### config.mk
export PLATFORM = sky130hd
export DESIGN_NAME = fifo_wr_arbiter
export DESIGN_NICKNAME = d
export VERILOG_FILES = /design/src/rtl/fifo_wr_arbiter.sv
export SDC_FILE = /design/constraint.sdc
export NUM_CORES = 1
export LEC_CHECK = 0
export ABC_AREA = 0
export CAP_MARGIN = 20
export CORE_MARGIN = 2
export CORE_UTILIZATION = 42
export DETAILED_ROUTE_END_ITERATION = 12
export PLACE_DENSITY = 0.85
export SYNTH_ARGS = -nofsm -noshare
export SYNTH_HDL_FRONTEND = slang
export SYNTH_SLANG_ARGS = --single-unit
### constraint.sdc
create_clock -name clk -period 3.3 [get_ports clk]
set_clock_uncertainty 0.05 [all_clocks]
set_input_delay 0.33 -clock clk [delete_from_list [all_inputs] [get_ports clk]]
set_output_delay 0.33 -clock clk [all_outputs]
set_load 0.05 [all_outputs]
### src/rtl/fifo_wr_arbiter.sv
// fifo_wr_arbiter: round-robin write-side arbiter that shares one FIFO write
// port among NUM_REQ valid/ready producers. A grant lasts at most MAX_BURST
// beats and never issues a write while the FIFO reports full.
module fifo_wr_arbiter #(
    parameter int unsigned NUM_REQ   = 4,
    parameter int unsigned DATA_W    = 8,
    parameter int unsigned MAX_BURST = 4
) (
    input  logic                       clk,
    input  logic                       rst_n,
    input  logic [NUM_REQ-1:0]         req_valid,
    input  logic [NUM_REQ*DATA_W-1:0]  req_data,
    output logic [NUM_REQ-1:0]         req_ready,
    input  logic                       fifo_full,
    output logic                       fifo_wr_en,
    output logic [DATA_W-1:0]          fifo_data,
    output logic [$clog2(NUM_REQ)-1:0] grant_id,
    output logic                       busy
);

    localparam int unsigned ID_W  = $clog2(NUM_REQ);
    localparam int unsigned CNT_W = $clog2(MAX_BURST + 1);

    typedef enum logic {
        ST_IDLE  = 1'b0,
        ST_GRANT = 1'b1
    } state_t;

    state_t            r_state;
    state_t            w_state_nxt;
    logic [ID_W-1:0]   r_owner;
    logic [ID_W-1:0]   w_owner_nxt;
    logic [ID_W-1:0]   r_rr_ptr;
    logic [ID_W-1:0]   w_rr_ptr_nxt;
    logic [CNT_W-1:0]  r_beat_cnt;
    logic [CNT_W-1:0]  w_beat_cnt_nxt;
    logic [DATA_W-1:0] w_data_arr [NUM_REQ];

    // Increment an index modulo NUM_REQ (NUM_REQ need not be a power of two).
    function automatic logic [ID_W-1:0] wrap_inc(input logic [ID_W-1:0] x);
        if (x == ID_W'(NUM_REQ - 1))
            wrap_inc = '0;
        else
            wrap_inc = x + 1'b1;
    endfunction

    // First requesting index at or above ptr, wrapping modulo NUM_REQ.
    function automatic logic [ID_W-1:0] rr_pick(input logic [NUM_REQ-1:0] req,
                                                 input logic [ID_W-1:0]    ptr);
        logic [ID_W-1:0] cand;
        logic            found;
        rr_pick = ptr;
        cand    = ptr;
        found   = 1'b0;
        for (int unsigned i = 0; i < NUM_REQ; i++) begin
            if (!found && req[cand]) begin
                rr_pick = cand;
                found   = 1'b1;
            end
            cand = wrap_inc(cand);
        end
    endfunction

    // Unpack the flat producer data bus into one word per producer.
    always_comb begin
        for (int unsigned i = 0; i < NUM_REQ; i++) begin
            w_data_arr[i] = req_data[i*DATA_W +: DATA_W];
        end
    end

    // Next-state, arbitration and FIFO-side outputs.
    always_comb begin
        w_state_nxt    = r_state;
        w_owner_nxt    = r_owner;
        w_rr_ptr_nxt   = r_rr_ptr;
        w_beat_cnt_nxt = r_beat_cnt;
        req_ready      = '0;
        fifo_wr_en     = 1'b0;
        fifo_data      = '0;
        case (r_state)
            ST_IDLE: begin
                if (|req_valid) begin
                    w_owner_nxt    = rr_pick(req_valid, r_rr_ptr);
                    w_beat_cnt_nxt = '0;
                    w_state_nxt    = ST_GRANT;
                end
            end
            ST_GRANT: begin
                req_ready[r_owner] = ~fifo_full;
                fifo_wr_en         = req_valid[r_owner] & ~fifo_full;
                fifo_data          = w_data_arr[r_owner];
                if (fifo_wr_en) begin
                    w_beat_cnt_nxt = r_beat_cnt + 1'b1;
                    if (r_beat_cnt == CNT_W'(MAX_BURST - 1)) begin
                        w_rr_ptr_nxt = wrap_inc(r_owner);
                        w_state_nxt  = ST_IDLE;
                    end
                end else if (!req_valid[r_owner]) begin
                    // Owner dropped valid: grant is forfeited, no write this cycle.
                    w_rr_ptr_nxt = wrap_inc(r_owner);
                    w_state_nxt  = ST_IDLE;
                end
            end
            default: w_state_nxt = ST_IDLE;
        endcase
    end

    // State registers; asynchronous reset abandons any burst immediately.
    always_ff @(posedge clk or negedge rst_n) begin
        if (!rst_n) begin
            r_state    <= ST_IDLE;
            r_owner    <= '0;
            r_rr_ptr   <= '0;
            r_beat_cnt <= '0;
        end else begin
            r_state    <= w_state_nxt;
            r_owner    <= w_owner_nxt;
            r_rr_ptr   <= w_rr_ptr_nxt;
            r_beat_cnt <= w_beat_cnt_nxt;
        end
    end

    assign grant_id = r_owner;
    assign busy     = (r_state == ST_GRANT);

endmodule

Word-level counts from Yosys, hierarchy flattened
Index checks and enable logic that the tools add are counted.
Widths: inputs -> output; s select.
Storage, ports and cells
  register bits after elaboration: 8
  word-level logic and storage cells: 92
  output and inout bits: 16
  input bits: 39
Cells by class
  bitwise logic cells: 5
  multiplexer cells: 51
  equality and inequality tests: 9
  reduce and logical (&&, ||, !) cells: 11
  $lt $le $gt $ge: 7
  $add $sub $neg: 5
Operators by type and width (count)
  $mux 2: 16
  $mux 8: 3
  $mux 1: 20
  $bmux 8 s2: 1
  $lt 2x3->1 const B: 5
  $bmux 1 s2: 5
  $add 2x1->2 const B: 4
  $eq 2x2->1 const B: 4
  $mux 3: 2
  $ne 2x1->1 const B: 3
  $pmux 3 s2: 1
  $and 4x4->4: 1
  $logic_and 1x1->1: 4
  $mux 4: 1
  $reduce_and 2->1: 2
  $reduce_or 4->1: 1
  $add 3x1->3 const B: 1
  $eq 3x2->1 const B: 1
  $ge 3x3->1 const B: 1
  $logic_not 1->1: 3
  $not 2->3: 1
  $reduce_and 3->1: 1
  $demux 1 s2: 1
  $ge 2x1->1 const B: 1
  4 further kinds: 5

Logic depth before layout (Yosys ltp)
Gate-level depths: netlist (run 1).
  word-level depth: 18
  depth in mapped cells: 8
  mapped depth without buffers: 7

Worst setup path after synthesis (run 1)
Ideal clock, no wire load.
  path type: reg2out
  start: register r_owner[0] (netlist: grant_id[0])
  end: output fifo_data[0]
  stages on the path, launching flop included: 4
  path buffers: 1
  required time: 2.920 ns
  arrival time: 1.888 ns
  setup slack: 1.032 ns
  cells stage by stage: dfrtp_1 > buf_2 > mux4_2 > and2_1
Between the ends
  longest elaborated chain between the ends: 5
Ends and longest elaborated chain
  from (decl): RTL line 31  | logic [ID_W-1:0] r_owner;
  from (signal assigned): RTL line 117  | r_owner <= w_owner_nxt;
  $not 2->3 (implied by the code): RTL line 91  | fifo_data = w_data_arr[r_owner];
  $bmux 8 s2: RTL line 91
  $mux 8 (implied by the code) (2 in a row): RTL line 91
  $mux 8: RTL line 80  | case (r_state)
  to (decl): RTL line 16  | output logic [DATA_W-1:0] fifo_data,
Every way passes these cells. The select of a mux whose other input is x is not followed.

Final worst setup path (run 1)
  start: register r_owner[0] (netlist: grant_id[0])
  end: output fifo_wr_en
Between the ends
  longest elaborated chain between the ends: 4
Ends and longest elaborated chain
  $bmux 1 s2: RTL line 90  | fifo_wr_en = req_valid[r_owner] & ~fifo_full;
  $mux 1 (implied by the code): RTL line 90
  $and 1x1->1: RTL line 90
  $mux 1: RTL line 80
  to (decl): RTL line 15  | output logic fifo_wr_en,
Every way passes these cells. The select of a mux whose other input is x is not followed.

==> metrics.txt, run 1 <==
status finished, final reports clean; Area Growth Syn to Fin 55.2%; RSZ-0062 raised after global routing no; commonest non-fill, non-tap cells in the layout clkdlybuf4s50_1, and2_1, mux4_2, dfrtp_1; clock sink count 8; vias in the first global route ~1100; Pint ~0.00072 W; cell area power density 974 nW/um^2; layout cell share with drive strength beyond 1 a little under an eighth; antenna viol nets, final 0; WP data arrival between 2000 and 3000 ps; CP max FO 11; wirelength, routed 3160 um; CTS tree yes; clk slew on worst S/H paths roughly 70 ps; Hold Path Class in -> async; CP Capture Type primary output; peak supply drop between 0.0006 and 0.0007 V; Crit path largest cell delay between 700 and 800 ps; final slew viol count 0; Routed WL per cell ~17 um; crit start category flop; largest net degree at the start of global routing 16; Die X 53.5 um; Reg power frac between 10% and 20%; final hold slack between 200 and 300 ps; cts bufs inserted 3; initial antenna violation count 0; fmax 343 MHz; Max Cap Violations 0; # port buffers 54; global-route wire length before repair a little under 5000 um; CP max-delay cell dfrtp_1; latest clock arrival within the worst-skew pair approximately 270 ps; Worst Setup Path Type reg -> out; final setup TNS 0 ps; final HPWL from detailed placement ~2600 um; endpoints failing setup 0; NetSw approximately 0.00083 W; Syn Area/Cell around 9.4 sq um; total core area ~2300 sq um; synthesized area 1030 sq um; sw frac a little over half; Pleak around 0.65 nW; All-Layer GR Usage about a quarter; post-CTS setup buffers 0; Worst Path Required 2920 ps; Chip Height ~54 um; n_diodes 0; Least-Margin Pin Slew 594 ps; post-synthesis cell type count 38; clock root buffer clkbuf_4; critical-path cell list mux4_2 -> nand2_1 -> inv_1 -> clkdlybuf4s50_1; CTS hold repair buffers 0; Boundary Pins 55; most common cell after layout, fill and taps aside clkdlybuf4s50_1; DRT Pass-1 Iters 4; Bufs and invs on worst path 2; sequential share of the synthesized area between 10% and 20%; crit path time final slightly below 3000 ps; # H-tree levels 1; nets@finish 208; fin crit share 88.5%; Synth Register Bits 8; Initial Util between 40% and 50%; Max-slew headroom 60.4%; initial drt markers 39; Comb pwr share between 70 and 80%; Ys Warns 0; Via density between 5 and 6; via count about 1100; final count of hold timing violations 0; Longest Clk Path Bufs 2; GP Congestion between 0.8 and 0.9; Core Rows 17; Syn Inst Count 109; PostCTS Resize Cnt 0; grt total ovfl 0; Top delay family on crit path buffers and inverters; DRC 0; Clk pwr share under 10%; Syn Nets between 150 and 200; die area 2860 sq um; R2R Path Start r_rr_ptr[0]; CP startpoint grant_id[0]
## power by group through the flow
stage,sequential [W],clock [W],combinational (W)
floorplan,0.000250,0,0.000891
global placement,0.000267,0,0.00117
detailed placement,0.000272,0,0.00120
CTS,0.000270,0.0000774,0.00121
global route,0.000284,0.0000831,0.00129
finish,0.000269,0.0000787,0.00121
## through the flow
step | total power (W) | std cells | setup WS, ps | utilization (%) | area [sq um]
after floorplan | 0.00114 | 109 | 1030 | - | 1030
after global placement | 0.00143 | 185 | 572 | 69.9 | 1580
after detailed placement | 0.00148 | 185 | 522 | 69.9 | 1580
after CTS | 0.00156 | 188 | 362 | 70.9 | 1600
after global routing | 0.00166 | 188 | 239 | 70.9 | 1600
final | 0.00156 | 188 | 381 | 70.9 | 1600
## layout make-up
| cell class | count | area (sq um) |
|---|---|---|
| Timing Repair Buffer | 55 | 548 |
| Multi-Input combinational cell | 89 | 773 |
| Sequential cell | 8 | 200 |
| Clock buffer | 3 | 22.5 |
| Inverter | 5 | 18.8 |
| Fill cell | 181 | 657 |
| Tap cell | 28 | 35.0 |
## cells by family (layout without fill, tap and decap cells)
group,after synthesis,count (layout),synth area share (%)
flops,8,8,19.4
xor+xnor,1,1,0.851
simple gates,43,43,23.6
compound gates,23,23,14.7
mux,15,15,27.5
buf+inv,12,63,5.47
fa+ha+maj,7,7,8.51
## path summary, 6_finish.rpt
| path | cells after the start | slack [ps] | end |
|---|---|---|---|
| max reg2reg | 6 | 590 | grant_id[0] |
| min in group clk | 1 | 480 | r_beat_cnt[0] |
| max in group asynchronous | 1 | 2620 | r_beat_cnt[1] |
| min | 1 | 290 | grant_id[1] |
| max | 4 | 380 | fifo_wr_en |
| min reg2reg | 1 | 480 | r_beat_cnt[0] |
## cell usage after synthesis
cell type	n	share of area, %
nor2b_1	3	1.8
xnor2_1	1	0.85
mux2_4	1	1.5
a31oi_1	2	1.2
nor3b_1	1	0.73
a32o_2	1	1.1
nor2_1	6	2.2
o22ai_1	1	0.61
and3b_1	1	0.85
inv_1	5	1.8
a22o_1	1	0.85
nor2_4	1	1.1
buf_2	3	1.5
o21bai_1	1	0.73
o21ai_0	6	2.9
a21oi_1	4	1.9
a211o_1	1	0.85
nand2b_1	2	1.2
a211oi_1	1	0.73
mux4_2	10	22
a22oi_1	1	0.73
and2_1	12	7.3
nor4_1	1	0.61
nand2_1	7	2.6
a21oi_2	1	0.85
mux2i_1	2	1.9
clkbuf_1	3	1.1
mux2_1	2	2.2
or2_0	1	0.61
and3_1	1	0.61
o31ai_1	2	1.5
or3_1	2	1.2
and2b_2	1	0.85
buf_6	1	1.1
o21a_1	1	0.73
nand3_1	4	1.9
ha_1	7	8.5
dfrtp_1	8	19
## routing by layer
| layer | part of all wire [%] | up-vias | track usage (%) | wire [um] |
|---|---|---|---|---|
| li1 | - | 508 | - | - |
| met1 | 38 | 526 | 27.9 | 1200 |
| met2 | 49 | 68 | 40.7 | 1560 |
| met3 | 12 | 4 | 7.63 | 373 |
| met4 | 0.95 | 0 | 4.27 | 30 |
| met5 | 0 | - | 0 | 0 |
## registers in the layout, indices dropped and copies added (netlist names)
name and cells:
busy 1, grant_id 2, r_beat_cnt 3, r_rr_ptr 2
(Power assumes the default switching activity.)
==> run 2, diff against run 1 <==
Settings changed: CORE_UTILIZATION 42 to 35, PLACE_DENSITY 0.85 to 0.76.
Clock period 3.3 ns to 2.5 ns, I/O delays scaled along.
==> metrics.txt, run 2 (synthesized netlist as in run 1, its figures left out) <==
GP Congestion 0.879 (+1.3%); final HPWL from detailed placement 2380 um (-8.6%); final slew viol count 0 (unchanged); final count of hold timing violations 0 (unchanged); Reg2Reg Depth 6 (unchanged); die area 3390 sq um (+18%); Longest Clk Path Bufs 2 (unchanged); R2R Path Start r_rr_ptr[0]; final setup TNS 0 ps (unchanged); Critical R2R Capture grant_id[0]; via count 1078 (-2.5%); crit path time final between 2000 and 2500 ps; WP data arrival 2370 ps (-170 ps); most common cell after layout, fill and taps aside clkdlybuf4s50_1; Routed WL per cell 14.4 um (-14%); Core Rows 19 (+2); Chip Height 58.2 um (+8.8%); Via density 5.50 (-6.5%); Hold Path Class in -> async; Pleak 0.695 nW (+6.7%); pre-CTS WS 212 ps (-310 ps); latest clock arrival within the worst-skew pair 250 ps (-20 ps); area post-placement 1580 sq um (+0.56%); CTS hold repair buffers 0 (unchanged); Die X 58.2 um (+8.8%); CTS tree yes; final hold slack 220 ps (-70.4 ps); DRC 0 (unchanged); Max Cap Violations 0 (unchanged); Initial Util 37.0% (-8.6 points); RSZ-0062 raised after global routing no; Worst Setup Path Type reg -> reg; fmax 445 MHz; Largest Register r_beat_cnt; # H-tree levels 1 (unchanged); Pint 0.000975 W (+35%); post-CTS setup buffers 0 (unchanged); worst reg-to-reg setup slack 250 ps (-340 ps); n_diodes 0 (unchanged); Least-Margin Pin Slew 490 ps (-103 ps); Area Growth Syn to Fin 56.0%; clock root buffer clkbuf_4; Boundary Pins 55 (unchanged); fin crit share about nine tenths; status finished, final reports clean; wirelength, routed 2830 um (-10%); Max-slew headroom 67.2% (+6.8 points); NetSw 0.00110 W (+32%); Clk pwr share 4.7% (-0.4 points); crit start category flop; peak supply drop 0.000931 V (+40%); largest net degree at the start of global routing 15 (-1); layout cell share with drive strength beyond 1 22.4% (+11 points); clk slew on worst S/H paths 60 ps (about the same); endpoints failing setup 0 (unchanged); Comb pwr share 83.0% (+5.4 points); register area 200 sq um (unchanged); cts bufs inserted 3 (unchanged); Fill cells 243 (+34%); initial antenna violation count 0 (unchanged); Worst Path Required 2620 ps (-300 ps); CP Capture Type flop; global-route wire length before repair 4680 um (-4.9%); post-route design area 1610 sq um (+0.55%); total core area 2780 sq um (+23%); Multi-input gate area 773 sq um (unchanged); sw frac 53.0% (-0.59 points); Reg power frac 12.3% (-5.0 points); vias in the first global route 1044 (-1.4%); grt total ovfl 0 (unchanged); cell area power density 1290 nW/um^2 (+33%); DRT Pass-1 Iters 4 (unchanged); PostCTS Resize Cnt 0 (unchanged); commonest non-fill, non-tap cells in the layout clkdlybuf4s50_1, buf_4, and2_1, mux4_2, dfrtp_1; max reg flops 3 (unchanged); antenna viol nets, final 0 (unchanged); # port buffers 54 (unchanged); initial drt markers 42 (+7.7%); CP max FO 6 (-5); nets@finish 213 (+2.4%); setup ws final 251 ps (-130 ps); All-Layer GR Usage 17.7% (-5.6 points); clock sink count 8 (unchanged)
## run 2: worst max-delay path by stage
stage / slack, ps / startpoint / to
3_5_place_dp: 210 / req_valid[0] / grant_id[1]
4_1_cts: 230 / r_rr_ptr[0] / grant_id[0]
6_report: 250 / r_rr_ptr[0] / grant_id[0]
5_1_grt: 140 / r_rr_ptr[0] / grant_id[1]
2_1_floorplan: 310 / grant_id[0] / fifo_data[0]
3_3_place_gp: 280 / req_valid[0] / grant_id[1]
## run 2: stage by stage
step	instances	util (%)	total power, W
global route	196	57.8	0.00223
finish	196	57.8	0.00207
detailed placement	193	57.0	0.00198
CTS	196	57.8	0.00209
global placement	193	57.0	0.00194
floorplan	109	-	0.00151
## run 2: metal layers
layer  track usage [%]  part of all wire (%)  vias up
met1              18.5                    37      492
met4              4.65                   1.5        0
met2              32.6                    49       66
met3              7.14                    13        6
met5                 0                     0        -
li1                  -                     -      514
## run 2: cell type report
cell class | count | share of cell area [%]
clock buffers | 3 | 1.40
inverters | 5 | 1.17
multi-input cells | 89 | 48.1
flip-flops and latches | 8 | 12.5
well taps | 31 | 2.41
repair buffers | 60 | 34.4
## run 2: worst max-delay path, stage by stage (launching register included)
cell and delay, ps:
dfrtp_1 380, ha_1 420, mux4_2 580, nor2b_1 130, a31oi_1 70, or3_1 380
a22oi_1 160
## run 2: power by group through the flow
stage               Sequential [W]   Clock, W  Combinational [W]
CTS                       0.000257   0.000101            0.00173
global placement          0.000255          0            0.00169
global route              0.000269   0.000108            0.00186
finish                    0.000254  0.0000979            0.00172
detailed placement        0.000259          0            0.00172
floorplan                 0.000330          0            0.00118
==> RTL change (settings of run 2) <==
`MAX_BURST`: 4 -> 8.
--- a/src/rtl/fifo_wr_arbiter.sv
+++ b/src/rtl/fifo_wr_arbiter.sv
@@ -5,5 +5,5 @@
     parameter int unsigned NUM_REQ   = 4,
     parameter int unsigned DATA_W    = 8,
-    parameter int unsigned MAX_BURST = 4
+    parameter int unsigned MAX_BURST = 8
 ) (
     input  logic                       clk,
Formal check against the unedited RTL: not equivalent (Yosys sat finds a counterexample within 10 cycles, from zero or initial values and one cycle with rst_n low).
==> RTL change against run 2 <==
Synthesized area up 9.7%; sequential cell count up 1; wire length up 14%; final area up 5.3%; largest cell class unchanged; power up 3.4%; setup slack better by 0.024 ns; sequential power up 23%; critical endpoint unchanged.
==> RTL change: results (changes against run 2) <==
The flow ran to the end, and the final reports show no timing, DRC or antenna violations. The total setup violations reported at the end of the flow is 0 (unchanged), and the number of distinct library cell variants in the gate-level netlist after synthesis is 42 (+11%). The compound-cell area share of the yosys netlist was 18.5% (+3.8 points); the post-detailed-placement cell area was 1660 um^2 (+5.1%). The logs give 0 (unchanged) for the diode insertion count for antenna repair and 0 (unchanged) for the Yosys warning count.

The flip-flop count of the largest register, all copies and words added is 4 (+1), and the net count of the finished layout is 226 (+6.1%). The per-cell via count in the routed design was 5.34 (-2.9%). The area share of fa/ha/maj cells after synthesis works out to 6.64% (-1.9 points). At the worst endpoint, the arrival time is 2.36 ns. The pre-CTS worst setup slack came out at 0.316 ns (+0.104 ns).

The first-pass GRT wire length is 4660 um (-0.30%), and the xor and xnor fraction of the mapped netlist area is 1.55% (+0.70 points). For this run, the leading register cell type out of synthesis is sky130_fd_sc_hd__dfrtp_1. The tools report the maximum VDD drop as 0.457 mV (-51%).

The share of post-route cells with drive strength above 1 was 20.0% (-2.4 points); the maximum fanout count along the critical path was 11 (+5). The largest net degree at the start of global routing is 18 (+3), and the sum of net half-perimeters after detailed placement is 2650 um (+11%). The number of nets in the synthesized netlist came out at 173 (+12%). Sorting the synthesized cells by area gives the leading types as sky130_fd_sc_hd__dfrtp_1 (20%), sky130_fd_sc_hd__mux4_2 (18%), sky130_fd_sc_hd__and2_1 (6.6%).

The overall routed net length is 3220 um (+14%), and the static leakage is 0.715 nW (+2.8%). H-tree level count: 1 (unchanged). Number of buffers inserted to repair setup after CTS: 0 (unchanged). The tools report the post-synthesis sequential area ratio as 19.9% (+0.49 points). The worst hold-check path type is in -> async.

The share of synthesized area spent on multiplexers was 22.8% (-4.6 points); the number of hold violations in the final report was 0 (unchanged). The number of buffers inserted by port buffering is 54 (unchanged). The tools report the clock root buffer as sky130_fd_sc_hd__clkbuf_4. The slew of the pin with the lowest slew margin is 0.580 ns (+0.0897 ns). The run gives 1089 (+4.3%) as the via count of the first global-routing pass. The gate count after technology mapping was 128 (+17%).

Counting instances in the post-synthesis netlist gives the leading cell types as sky130_fd_sc_hd__and2_1 (12), sky130_fd_sc_hd__nor2_1 (10). The tools report the number of standard cells in the layout, taps in and fillers out as 224 (+14%). The run gives 2.14 mW (+3.4%) as the total power of the final layout.

The number of gates given a new drive strength after cts is 0 (unchanged). The run gives 16.6% (-1.1 points) as the total routing usage reported by global routing. The global placement routability congestion was 0.857 (-2.6%). The violation count after the first detailed-route iteration was 36 (-14%).
[RTL change: worst max-delay path, cell delays in order, from the launching register on]
cell and delay [ns]:
sky130_fd_sc_hd__dfrtp_1 0.38, sky130_fd_sc_hd__ha_1 0.46, sky130_fd_sc_hd__xnor2_1 0.33, sky130_fd_sc_hd__a21oi_1 0.11, sky130_fd_sc_hd__o31ai_1 0.36, sky130_fd_sc_hd__o21ai_1 0.18
sky130_fd_sc_hd__o211a_1 0.15, sky130_fd_sc_hd__o221ai_2 0.11
[RTL change: worst paths after layout]
path,startpoint,endpoint,slack [ns],cells after the start
setup / recovery,r_rr_ptr[0],grant_id[0],0.28,7
hold reg to reg,r_beat_cnt[0],r_beat_cnt[0],0.49,1
setup reg to reg,r_rr_ptr[0],grant_id[0],0.28,7
min in group clk,r_beat_cnt[0],r_beat_cnt[0],0.49,1
max in group asynchronous,rst_n,r_beat_cnt[1],1.88,1
hold / removal,rst_n,busy,0.23,1
[RTL change: final cells by class]
| cell class | instances | area (um^2) |
|---|---|---|
| multi-input cells | 101 | 820 |
| well taps | 44 | 55.1 |
| flip-flops and latches | 9 | 225 |
| clock inverters | 1 | 5.00 |
| inverters | 9 | 33.8 |
| fillers | 281 | 1360 |
| repair buffers | 57 | 531 |
| clock buffers | 3 | 22.5 |
[RTL change: routing by layer]
| metal | vias to the layer above | global-route usage (%) | wire length (um) |
|---|---|---|---|
| li1 | 575 | - | - |
| met1 | 549 | 18.2 | 1230 |
| met2 | 66 | 30.0 | 1520 |
| met3 | 6 | 6.40 | 427 |
| met4 | 0 | 4.35 | 51 |
| met5 | - | 0 | 0 |
[RTL change: where the power goes]
group	switching [mW]	internal (mW)
Clock	0.0517	0.0590
Combinational	1.02	0.699
Sequential	0.103	0.209
